### src/rtl/decode_queue_sequencer_pkg.sv
// Shared types and constants for the decode prefetch queue: sequencer states,
// fixed beat/window widths and the consume-length legality rule.
package decode_queue_sequencer_pkg;

  localparam int FETCH_BYTES  = 4;
  localparam int WINDOW_BYTES = 4;

  typedef enum logic [1:0] {
    EMPTY,
    FILL,
    READY,
    FAULT
  } decode_queue_state_t;

  // A decoder may only report an instruction length of 1..4 bytes.
  function automatic logic length_legal(input logic [2:0] len);
    return (len != 3'd0) && (len <= 3'd4);
  endfunction

endpackage

### src/rtl/decode_byte_ring.sv
// Circular byte storage: one 4-byte write port at wr_ptr and a wrapped 4-byte
// read window at rd_ptr, with bytes beyond the current fill level forced to zero.
module decode_byte_ring
  import decode_queue_sequencer_pkg::*;
#(
  parameter int QUEUE_BYTES = 16,
  localparam int PW = $clog2(QUEUE_BYTES),
  localparam int CW = PW + 1
) (
  input  logic                          i_clk,
  input  logic                          i_wr_en,
  input  logic [PW-1:0]                 i_wr_ptr,
  input  logic [0:FETCH_BYTES-1][7:0]   i_wr_bytes,
  input  logic [PW-1:0]                 i_rd_ptr,
  input  logic [CW-1:0]                 i_count,
  output logic [0:WINDOW_BYTES-1][7:0]  o_window
);

  logic [7:0] mem [QUEUE_BYTES];

  // Pointer arithmetic is PW bits wide, so addresses wrap naturally.
  always_ff @(posedge i_clk) begin
    if (i_wr_en) begin
      for (int i = 0; i < FETCH_BYTES; i++) begin
        mem[i_wr_ptr + PW'(i)] <= i_wr_bytes[i];
      end
    end
  end

  genvar gi;
  generate
    for (gi = 0; gi < WINDOW_BYTES; gi++) begin : g_rd
      logic [PW-1:0] rd_addr;
      assign rd_addr     = i_rd_ptr + PW'(gi);
      assign o_window[gi] = (i_count > CW'(gi)) ? mem[rd_addr] : 8'h00;
    end
  endgenerate

endmodule

### src/rtl/decode_queue_sequencer.sv
// Prefetch byte queue and sequencer: accepts fetch beats, presents a 4-byte
// decode window, advances by the decoded length and fills an issue slot.
module decode_queue_sequencer
  import decode_queue_sequencer_pkg::*;
#(
  parameter int QUEUE_BYTES = 16,
  localparam int PW = $clog2(QUEUE_BYTES),
  localparam int CW = PW + 1
) (
  input  logic            i_clk,
  input  logic            i_reset_n,
  input  logic            i_flush,
  input  logic            i_fetch_valid,
  input  logic [0:3][7:0] i_fetch_bytes,
  output logic            o_fetch_ready,
  output logic [0:3][7:0] o_window,
  output logic            o_window_valid,
  input  logic            i_consume,
  input  logic [2:0]      i_consume_length,
  output logic            o_issue_valid,
  input  logic            i_issue_ready,
  output logic [0:3][7:0] o_issue_bytes,
  output logic [2:0]      o_issue_length,
  output logic [CW-1:0]   o_count,
  output logic            o_error
);

  decode_queue_state_t state_reg, state_next;
  logic [CW-1:0]   count_reg, count_next;
  logic [PW-1:0]   rd_ptr_reg, rd_ptr_next;
  logic [PW-1:0]   wr_ptr_reg, wr_ptr_next;
  logic            issue_valid_reg, issue_valid_next;
  logic [0:3][7:0] issue_bytes_reg, issue_bytes_next;
  logic [2:0]      issue_length_reg, issue_length_next;
  logic            error_reg, error_next;

  logic [0:3][7:0] window;
  logic            slot_free, consume_req, fetch_acc, consume_acc, length_fault;

  decode_byte_ring #(.QUEUE_BYTES(QUEUE_BYTES)) u_ring (
    .i_clk      (i_clk),
    .i_wr_en    (fetch_acc),
    .i_wr_ptr   (wr_ptr_reg),
    .i_wr_bytes (i_fetch_bytes),
    .i_rd_ptr   (rd_ptr_reg),
    .i_count    (count_reg),
    .o_window   (window)
  );

  // Space check uses the registered count only; a same-cycle consume frees nothing.
  assign o_fetch_ready  = i_reset_n && (count_reg <= CW'(QUEUE_BYTES - FETCH_BYTES))
                          && !i_flush && (state_reg != FAULT);
  assign slot_free      = !issue_valid_reg || i_issue_ready;
  assign o_window_valid = (count_reg >= CW'(WINDOW_BYTES)) && slot_free
                          && (state_reg == READY) && !i_flush;

  assign fetch_acc    = i_fetch_valid && o_fetch_ready;
  assign consume_req  = i_consume && o_window_valid;
  assign consume_acc  = consume_req && length_legal(i_consume_length);
  assign length_fault = consume_req && !length_legal(i_consume_length);

  always_comb begin
    state_next        = state_reg;
    count_next        = count_reg;
    rd_ptr_next       = rd_ptr_reg;
    wr_ptr_next       = wr_ptr_reg;
    issue_valid_next  = issue_valid_reg;
    issue_bytes_next  = issue_bytes_reg;
    issue_length_next = issue_length_reg;
    error_next        = error_reg;

    if (i_flush) begin
      state_next        = EMPTY;
      count_next        = '0;
      rd_ptr_next       = '0;
      wr_ptr_next       = '0;
      issue_valid_next  = 1'b0;
      issue_bytes_next  = '0;
      issue_length_next = '0;
      error_next        = 1'b0;
    end else begin
      count_next = count_reg
                   + (fetch_acc   ? CW'(FETCH_BYTES)      : CW'(0))
                   - (consume_acc ? CW'(i_consume_length) : CW'(0));
      if (fetch_acc) begin
        wr_ptr_next = wr_ptr_reg + PW'(FETCH_BYTES);
      end

      if (consume_acc) begin
        rd_ptr_next       = rd_ptr_reg + PW'(i_consume_length);
        issue_valid_next  = 1'b1;
        issue_length_next = i_consume_length;
        for (int i = 0; i < WINDOW_BYTES; i++) begin
          issue_bytes_next[i] = (3'(i) < i_consume_length) ? window[i] : 8'h00;
        end
      end else if (i_issue_ready && issue_valid_reg) begin
        issue_valid_next = 1'b0;
      end

      // FAULT is sticky until flush or reset; otherwise state follows the fill level.
      if (length_fault || state_reg == FAULT) begin
        state_next = FAULT;
        error_next = 1'b1;
      end else if (count_next == '0) begin
        state_next = EMPTY;
      end else if (count_next < CW'(WINDOW_BYTES)) begin
        state_next = FILL;
      end else begin
        state_next = READY;
      end
    end
  end

  always_ff @(posedge i_clk or negedge i_reset_n) begin
    if (!i_reset_n) begin
      state_reg        <= EMPTY;
      count_reg        <= '0;
      rd_ptr_reg       <= '0;
      wr_ptr_reg       <= '0;
      issue_valid_reg  <= 1'b0;
      issue_bytes_reg  <= '0;
      issue_length_reg <= '0;
      error_reg        <= 1'b0;
    end else begin
      state_reg        <= state_next;
      count_reg        <= count_next;
      rd_ptr_reg       <= rd_ptr_next;
      wr_ptr_reg       <= wr_ptr_next;
      issue_valid_reg  <= issue_valid_next;
      issue_bytes_reg  <= issue_bytes_next;
      issue_length_reg <= issue_length_next;
      error_reg        <= error_next;
    end
  end

  assign o_window       = window;
  assign o_issue_valid  = issue_valid_reg;
  assign o_issue_bytes  = issue_bytes_reg;
  assign o_issue_length = issue_length_reg;
  assign o_count        = count_reg;
  assign o_error        = error_reg;

endmodule
### config.mk
export PLATFORM = sky130hd
export DESIGN_NAME = decode_queue_sequencer
export DESIGN_NICKNAME = d
export VERILOG_FILES = /design/src/rtl/decode_queue_sequencer_pkg.sv /design/src/rtl/decode_byte_ring.sv /design/src/rtl/decode_queue_sequencer.sv
export SDC_FILE = /design/constraint.sdc
export NUM_CORES = 1
export LEC_CHECK = 0
export CORE_ASPECT_RATIO = 1.25
export CORE_MARGIN = 2
export CORE_UTILIZATION = 36
export DETAILED_ROUTE_END_ITERATION = 7
export PLACE_DENSITY = 0.58
export SYNTH_ARGS = -nofsm -noshare
export SYNTH_HDL_FRONTEND = slang
export SYNTH_SLANG_ARGS = --single-unit
### constraint.sdc
create_clock -name i_clk -period 3.8 [get_ports i_clk]
set_input_delay 0.76 -clock i_clk [delete_from_list [all_inputs] [get_ports i_clk]]
set_output_delay 0.76 -clock i_clk [all_outputs]
set_load 0.01 [all_outputs]
==> key figures, run 1 <==
Clock network
  – CTS tree: yes
  – Clk buf depth: 2
  – TritonCTS Sinks: 178
  – Worst-Skew Late Latency: 0.45 ns
  – Clock slew at reported path FFs: 0.07 ns
  – H-Tree Depth: 4
  – CTS root buf: clkbuf_16
  – Cts hold-fix bufs: 0
  – CTS Buf Count: 17

Setup path
  – Worst EP required: 3.04 ns
  – Crit Reg-Reg Startpoint: o_count[3]$_DFF_PN0_
  – CP max stage delay: 0.52 ns
  – WP buf/inv: 5
  – Crit path launch type: flop
  – Crit-path most repeated cell: buf_4
  – Worst R2R Path Depth: 13
  – CP max stage cell: dfrtp_4
  – Delay-heaviest family, CP: buffers and inverters
  – Setup Crit Path Kind: reg -> out
  – Worst setup EP type: output port
  – Worst R2R Setup Slack: 0.53 ns
  – RR Endpoint: state_reg[0]$_DFF_PN0_
  – CP arrival: 2.98 ns
  – CP Max Fanout: 14
  – Worst-path cell chain: ha_2 -> xor2_4 -> buf_4 -> buf_4 -> bufbuf_16 -> mux2i_2 -> o22ai_1 -> nor4_2 -> buf_4 -> nor2_1 -> clkbuf_2

Job
  – Max Cap Viol: 0

Finish
  – Final core occ: 45.0%
  – Antenna cells: 0
  – Final Cell Area: 14300 µm²
  – Layout cells sized above 1: 34.1%
  – Reg with most FFs: u_ring.mem
  – Total Nets Final: 1048
  – Layout area overhead: 23.0%
  – Max reg flops: 128

Pwr
  – Power density over the cells: 433 nW/µm²
  – Leak: 5.02 nW
  – Total Power: 6.21 mW
  – Worst VDD drop: 311 µV

Timing
  – Final Skew: 0.0104 ns
  – Tcrit/Tclk final: 98.3%
  – Hold Slack: 0.459 ns
  – Pins Over Slew Limit: 0
  – Min cycle time layout: 3.74 ns
  – Max_slew headroom: 49.9%
  – RSZ-0062 raised after global routing: true
  – Hold Vio Cnt, Final: 0
  – # setup viols final: 0
  – Worst slew pin tran: 0.748 ns
  – Fmax: 0.268 GHz

Floorplan
  – Initial Utilization: 36.6%
  – Die area: 33900 µm²
  – Die W: 165 µm
  – # rows: 73
  – CORE AREA: 31900 µm²
  – Die height: 205 µm
  – # IOs: 117

Logic synthesis
  – Post-Syn Nets: 929
  – Post-synthesis sequential area ratio: 43.7%
  – Top cells by area, synth: edfxtp_1, mux4_2, dfrtp_1, mux2_2, mux2i_1
  – Synthesized flop and latch total: 178
  – Synth Cell Area: 11700 µm²
  – Synth async-reset ratio: 28.1%
  – Ys Warns: 0
  – Share of the synthesized area in the top cell type: 33.0%
  – Commonest cells post-synth: edfxtp_1, mux2_2, mux4_2
  – Post-synth EDFFs: 128
  – Synthesized area per cell: 13.5 µm²
  – Netlist cell types: 52
  – Commonest register cell after synthesis: edfxtp_1
  – Cells after Synth: 866
  – Cell taking the most area after synthesis: edfxtp_1
  – Most common cell in the netlist: edfxtp_1

Global route
  – Total gr overflow: 0
  – Largest net degree at the start of global routing: 51
  – Vias in the first global route: 8273
  – First-pass GRT wire length: 53500 µm
  – GRT Total Usage: 21.8%
  – Initial antenna violation count: 1

Routing
  – Drt pass-1 iters: 5
  – Routed len/inst: 25.8 µm
  – Vias per cell: 6.06
  – DRT iter0 DRCs: 869
  – Drc violations: 0
  – Vias: 8537
  – Post-route ant nets: 0
  – Post-Route WL: 36300 µm

Placement
  – RePlAce Congestion: 0.884
  – Placed Area: 13500 µm²
  – Dpl hpwl: 25900 µm
  – Port bufs: 116

Hold path
  – Hold Path Class: in -> async

Run status
  – Outcome: finished clean
[worst register-to-register path, stage by stage, from the launching register on]
cell	delay [ns]
dfrtp_1	0.50
inv_1	0.14
ha_1	0.26
nand2b_1	0.17
o22ai_2	0.14
nor3_4	0.27
nand2_1	0.11
fa_1	0.50
ha_1	0.32
a21o_1	0.17
a21oi_1	0.17
xnor2_1	0.19
nand3_1	0.12
a21oi_1	0.15
[repair_timing]
item	4_1_cts	5_1_grt
pin swaps	6	11
gates cloned	2	0
endpoints found under the setup margin	13	25
resized for setup	21	28
setup buffers	7	5
[layer usage]
metal	up-vias	global-route usage (%)	share of wire, %
li1	3712	-	-
met1	4345	29.3	41
met2	413	35.5	48
met3	65	4.13	7.8
met4	2	7.48	2.7
met5	-	0	0.036
[cell families (layout without fill, tap and decap cells)]
group | Yosys count | after routing | synth area share [%]
muxes | 244 | 244 | 32.4
DFF | 178 | 178 | 43.7
and+or+nand+nor | 159 | 159 | 7.23
AOI/OAI and AO/OA | 148 | 148 | 9.33
buffers and inverters | 104 | 235 | 3.99
adders and majority gates | 22 | 22 | 2.55
xor gates and xnor gates | 11 | 11 | 0.826
[power breakdown]
part / total [mW] / switching [mW] / internal, mW
sequential: 2.24 / 0.0767 / 2.16
clock: 1.86 / 0.768 / 1.09
combinational: 2.11 / 1.13 / 0.980
[area by class of cell]
class / count / area, µm²
fillers: 2879 / 17500
well taps: 412 / 515
multi-input cells: 584 / 6220
clock buffers: 19 / 433
inverters: 14 / 55.1
flip-flops and latches: 178 / 5100
repair buffers: 190 / 1850
clock inverters: 12 / 164
[how the worst max path moves through the flow]
stage                              startpoint                      to  slack, ns  cells after the start
global placement                      i_flush  state_reg[0]$_DFF_PN0_       0.20                     12
finish              rd_ptr_reg[0]$_DFFE_PN0P_            o_window[21]       0.06                     11
CTS                 rd_ptr_reg[1]$_DFFE_PN0P_             o_window[0]      0.002                      9
detailed placement                    i_flush  state_reg[0]$_DFF_PN0_       0.12                     12
global route        rd_ptr_reg[0]$_DFFE_PN0P_            o_window[29]      -0.06                      5
floorplan                             i_flush  state_reg[0]$_DFF_PN0_       0.34                     13
[metrics by stage]
stage          std cells  TNS, ns  setup WS, ns
6_report            1409        0        0.0636
5_1_grt             1409   -0.282       -0.0560
4_1_cts             1404        0       0.00220
3_5_place_dp        1364        0         0.125
3_3_place_gp        1364        0         0.201
2_1_floorplan        866        0         0.338
[placed cells by master (no fill, tap or decap), types with 28 or more instances in the layout]
cell type and count:
mux2_2 104, buf_4 63, edfxtp_1 128, nor2_1 30
dfrtp_1 48, nand2_1 41, nand3_1 28, mux2i_1 38
clkdlybuf4s50_1 100, a22oi_1 32, mux4_2 96
Power figures use the tool's default switching activity.
==> run 2: changes to the inputs <==
SKIP_LAST_GASP = 1   (was default)
SLEW_MARGIN = 15   (was default)
clock period = 3.9 ns   (was 3.8 ns; I/O delays follow)
==> key figures, run 2 (synthesis results as in run 1) <==
Setup path
  – Worst-path cell chain: ha_2 -> xor2_4 -> buf_12 -> buf_12 -> buf_4 -> mux4_2 -> nor2b_1 -> nor4_2 -> buf_4 -> nor2_1 -> clkdlybuf4s15_1
  – Setup Crit Path Kind: reg -> out
  – Worst setup EP type: output port
  – CP max stage cell: dfrtp_4
  – CP arrival: 3.16 ns (+0.18 ns)
  – Worst EP required: 3.12 ns (+0.08 ns)
  – Crit path launch type: flop
  – CP max stage delay: 0.53 ns (about the same)
  – CP Max Fanout: 10 (-4)

Finish
  – Max reg flops: 128 (unchanged)
  – Commonest non-fill, non-tap cell in the layout: edfxtp_1
  – Most frequent cells in the layout: edfxtp_1, clkdlybuf4s50_1, mux2_2
  – Layout cells sized above 1: 34.7% (+0.58 points)
  – Reg with most FFs: u_ring.mem
  – Filler Cell Count: 2875 (-0.14%)
  – Layout area overhead: 22.7%
  – Antenna cells: 0 (unchanged)
  – Final Non-Filler Cells: 1404 (-0.35%)
  – Total Nets Final: 1042 (-0.57%)

Floorplan
  – # IOs: 117 (unchanged)
  – Initial Utilization: 36.6% (unchanged)
  – Die area: 33900 µm² (unchanged)
  – # rows: 73 (unchanged)
  – Die W: 165 µm (unchanged)
  – CORE AREA: 31900 µm² (unchanged)
  – Die height: 205 µm (unchanged)

Timing
  – RSZ-0062 raised after global routing: true
  – Hold Vio Cnt, Final: 0 (unchanged)
  – Final worst setup slack: -0.0356 ns (-0.0992 ns)
  – Worst slew pin tran: 0.744 ns (-0.00406 ns)
  – Fmax: 0.254 GHz
  – Min cycle time layout: 3.94 ns
  – Pins Over Slew Limit: 0 (unchanged)
  – Tcrit/Tclk final: 101%
  – # setup viols final: 1 (+1)
  – Max_slew headroom: 50.4% (+0.57 points)
  – Final Skew: 0.0192 ns (+0.00884 ns)

Routing
  – Vias: 8582 (+0.53%)
  – Drc violations: 0 (unchanged)
  – DRT iter0 DRCs: 892 (+2.6%)
  – Post-route ant nets: 0 (unchanged)
  – Routed len/inst: 26.1 µm (+1.0%)
  – Vias per cell: 6.11 (+0.89%)
  – Post-Route WL: 36600 µm (+0.66%)
  – Drt pass-1 iters: 5 (unchanged)

Run status
  – Failing checks: negative setup slack
  – Outcome: finished, violations left

Placement
  – Dpl hpwl: 26200 µm (+0.98%)
  – Placed insts: 1364 (unchanged)
  – RePlAce Congestion: 0.907 (+2.6%)
  – Port bufs: 116 (unchanged)

Clock network
  – Cts hold-fix bufs: 0 (unchanged)
  – Clk buf depth: 2 (unchanged)
  – Worst-Skew Late Latency: 0.45 ns (about the same)
  – H-Tree Depth: 4 (unchanged)
  – CTS Buf Count: 17 (unchanged)
  – CTS root buf: clkbuf_16
  – TritonCTS Sinks: 178 (unchanged)
  – Clock slew at reported path FFs: 0.07 ns (about the same)
  – CTS tree: yes

Pwr
  – Worst VDD drop: 290 µV (-6.7%)
  – Leak: 4.96 nW (-1.2%)
  – Power density over the cells: 422 nW/µm² (-2.6%)
  – Total Power: 6.03 mW (-2.8%)

Global route
  – Largest net degree at the start of global routing: 51 (unchanged)
  – GRT Total Usage: 22.2% (+0.35 points)
  – Initial antenna violation count: 0 (-1)
  – First-pass GRT wire length: 55000 µm (+2.9%)
  – Vias in the first global route: 8593 (+3.9%)
  – Total gr overflow: 0 (unchanged)

Hold path
  – Hold Path Class: in -> async

Job
  – Max Cap Viol: 0 (unchanged)
## run 2: changes by cell type in the layout (fill, tap and decap cells not counted), sizes merged, moves of 3 or more
cell / previous run / this run
clkinv: 5 / 1
dlygate4sd2: 1 / 4
inv: 15 / 21
clkdlybuf4s50: 100 / 105
buf: 73 / 68
dlymetal6s2s: 7 / 4
## run 2: worst paths after layout
check	start	cells past startpoint	slack, ns	end
setup / recovery	rd_ptr_reg[0]$_DFFE_PN0P_	11	-0.04	o_window[16]
hold / removal	i_reset_n	2	0.47	o_issue_bytes[1]$_DFFE_PN0P_
setup reg to reg	o_count[3]$_DFF_PN0_	14	0.66	state_reg[0]$_DFF_PN0_
hold reg to reg	o_issue_bytes[19]$_DFFE_PN0P_	1	0.49	o_issue_bytes[19]$_DFFE_PN0P_
max in group asynchronous	i_reset_n	2	2.95	rd_ptr_reg[0]$_DFFE_PN0P_
min in group i_clk	o_issue_bytes[19]$_DFFE_PN0P_	1	0.49	o_issue_bytes[19]$_DFFE_PN0P_
## run 2: power breakdown
group | leakage, nW | switching, mW | internal, mW
logic | 2.81 | 1.10 | 0.957
registers | 1.84 | 0.0742 | 2.10
clock network | 0.308 | 0.761 | 1.04
total | 4.96 | 1.93 | 4.10
## run 2: area by class of cell
class / count / area, µm² / area share, %
Clock inverter: 10 / 116 / 0.813
Inverter: 14 / 55.1 / 0.385
Timing Repair Buffer: 184 / 1770 / 12.4
Tap cell: 412 / 515 / 3.60
Sequential cell: 178 / 5100 / 35.7
Clock buffer: 22 / 492 / 3.44
Multi-Input combinational cell: 584 / 6260 / 43.8
## run 2: worst max-delay path, delay by kind of cell, from the launching register on
| family | cells | cell delay, ns |
|---|---|---|
| AND/OR/NAND/NOR | 3 | 0.53 |
| multiplexers | 1 | 0.34 |
| flip-flops | 1 | 0.53 |
| XOR/XNOR | 1 | 0.19 |
| buffers and inverters | 5 | 0.88 |
| adder cells (fa/ha/maj) | 1 | 0.24 |
## run 2: per-stage QoR
step	instance area [µm²]	util, %	worst slack (ns)	hold slack (ns)	setup TNS, ns
final	14300	44.9	-0.0356	0.472	-0.0356
after global routing	14300	44.9	-0.132	0.517	-0.193
after CTS	14200	44.6	-0.124	0.479	-0.166
after detailed placement	13500	42.3	0.0250	0.475	0
after global placement	13500	42.3	0.0778	0.475	0
after floorplan	11700	-	0.418	0.484	0
## run 2: what timing repair did
action / CTS / global route
gates resized for setup: 26 / 18
setup endpoints to repair: 14 / 20
buffers inserted: 6 / 2
pin swaps: 7 / 5
gates cloned: 0 / 0
## run 2: layer usage
metal | part of all wire (%) | vias to the layer above | track usage (%)
met5 | 0 | - | 0
met4 | 3.4 | 0 | 8.76
met3 | 7.5 | 69 | 4.58
met2 | 47 | 442 | 34.9
met1 | 42 | 4372 | 30.1
li1 | - | 3699 | -
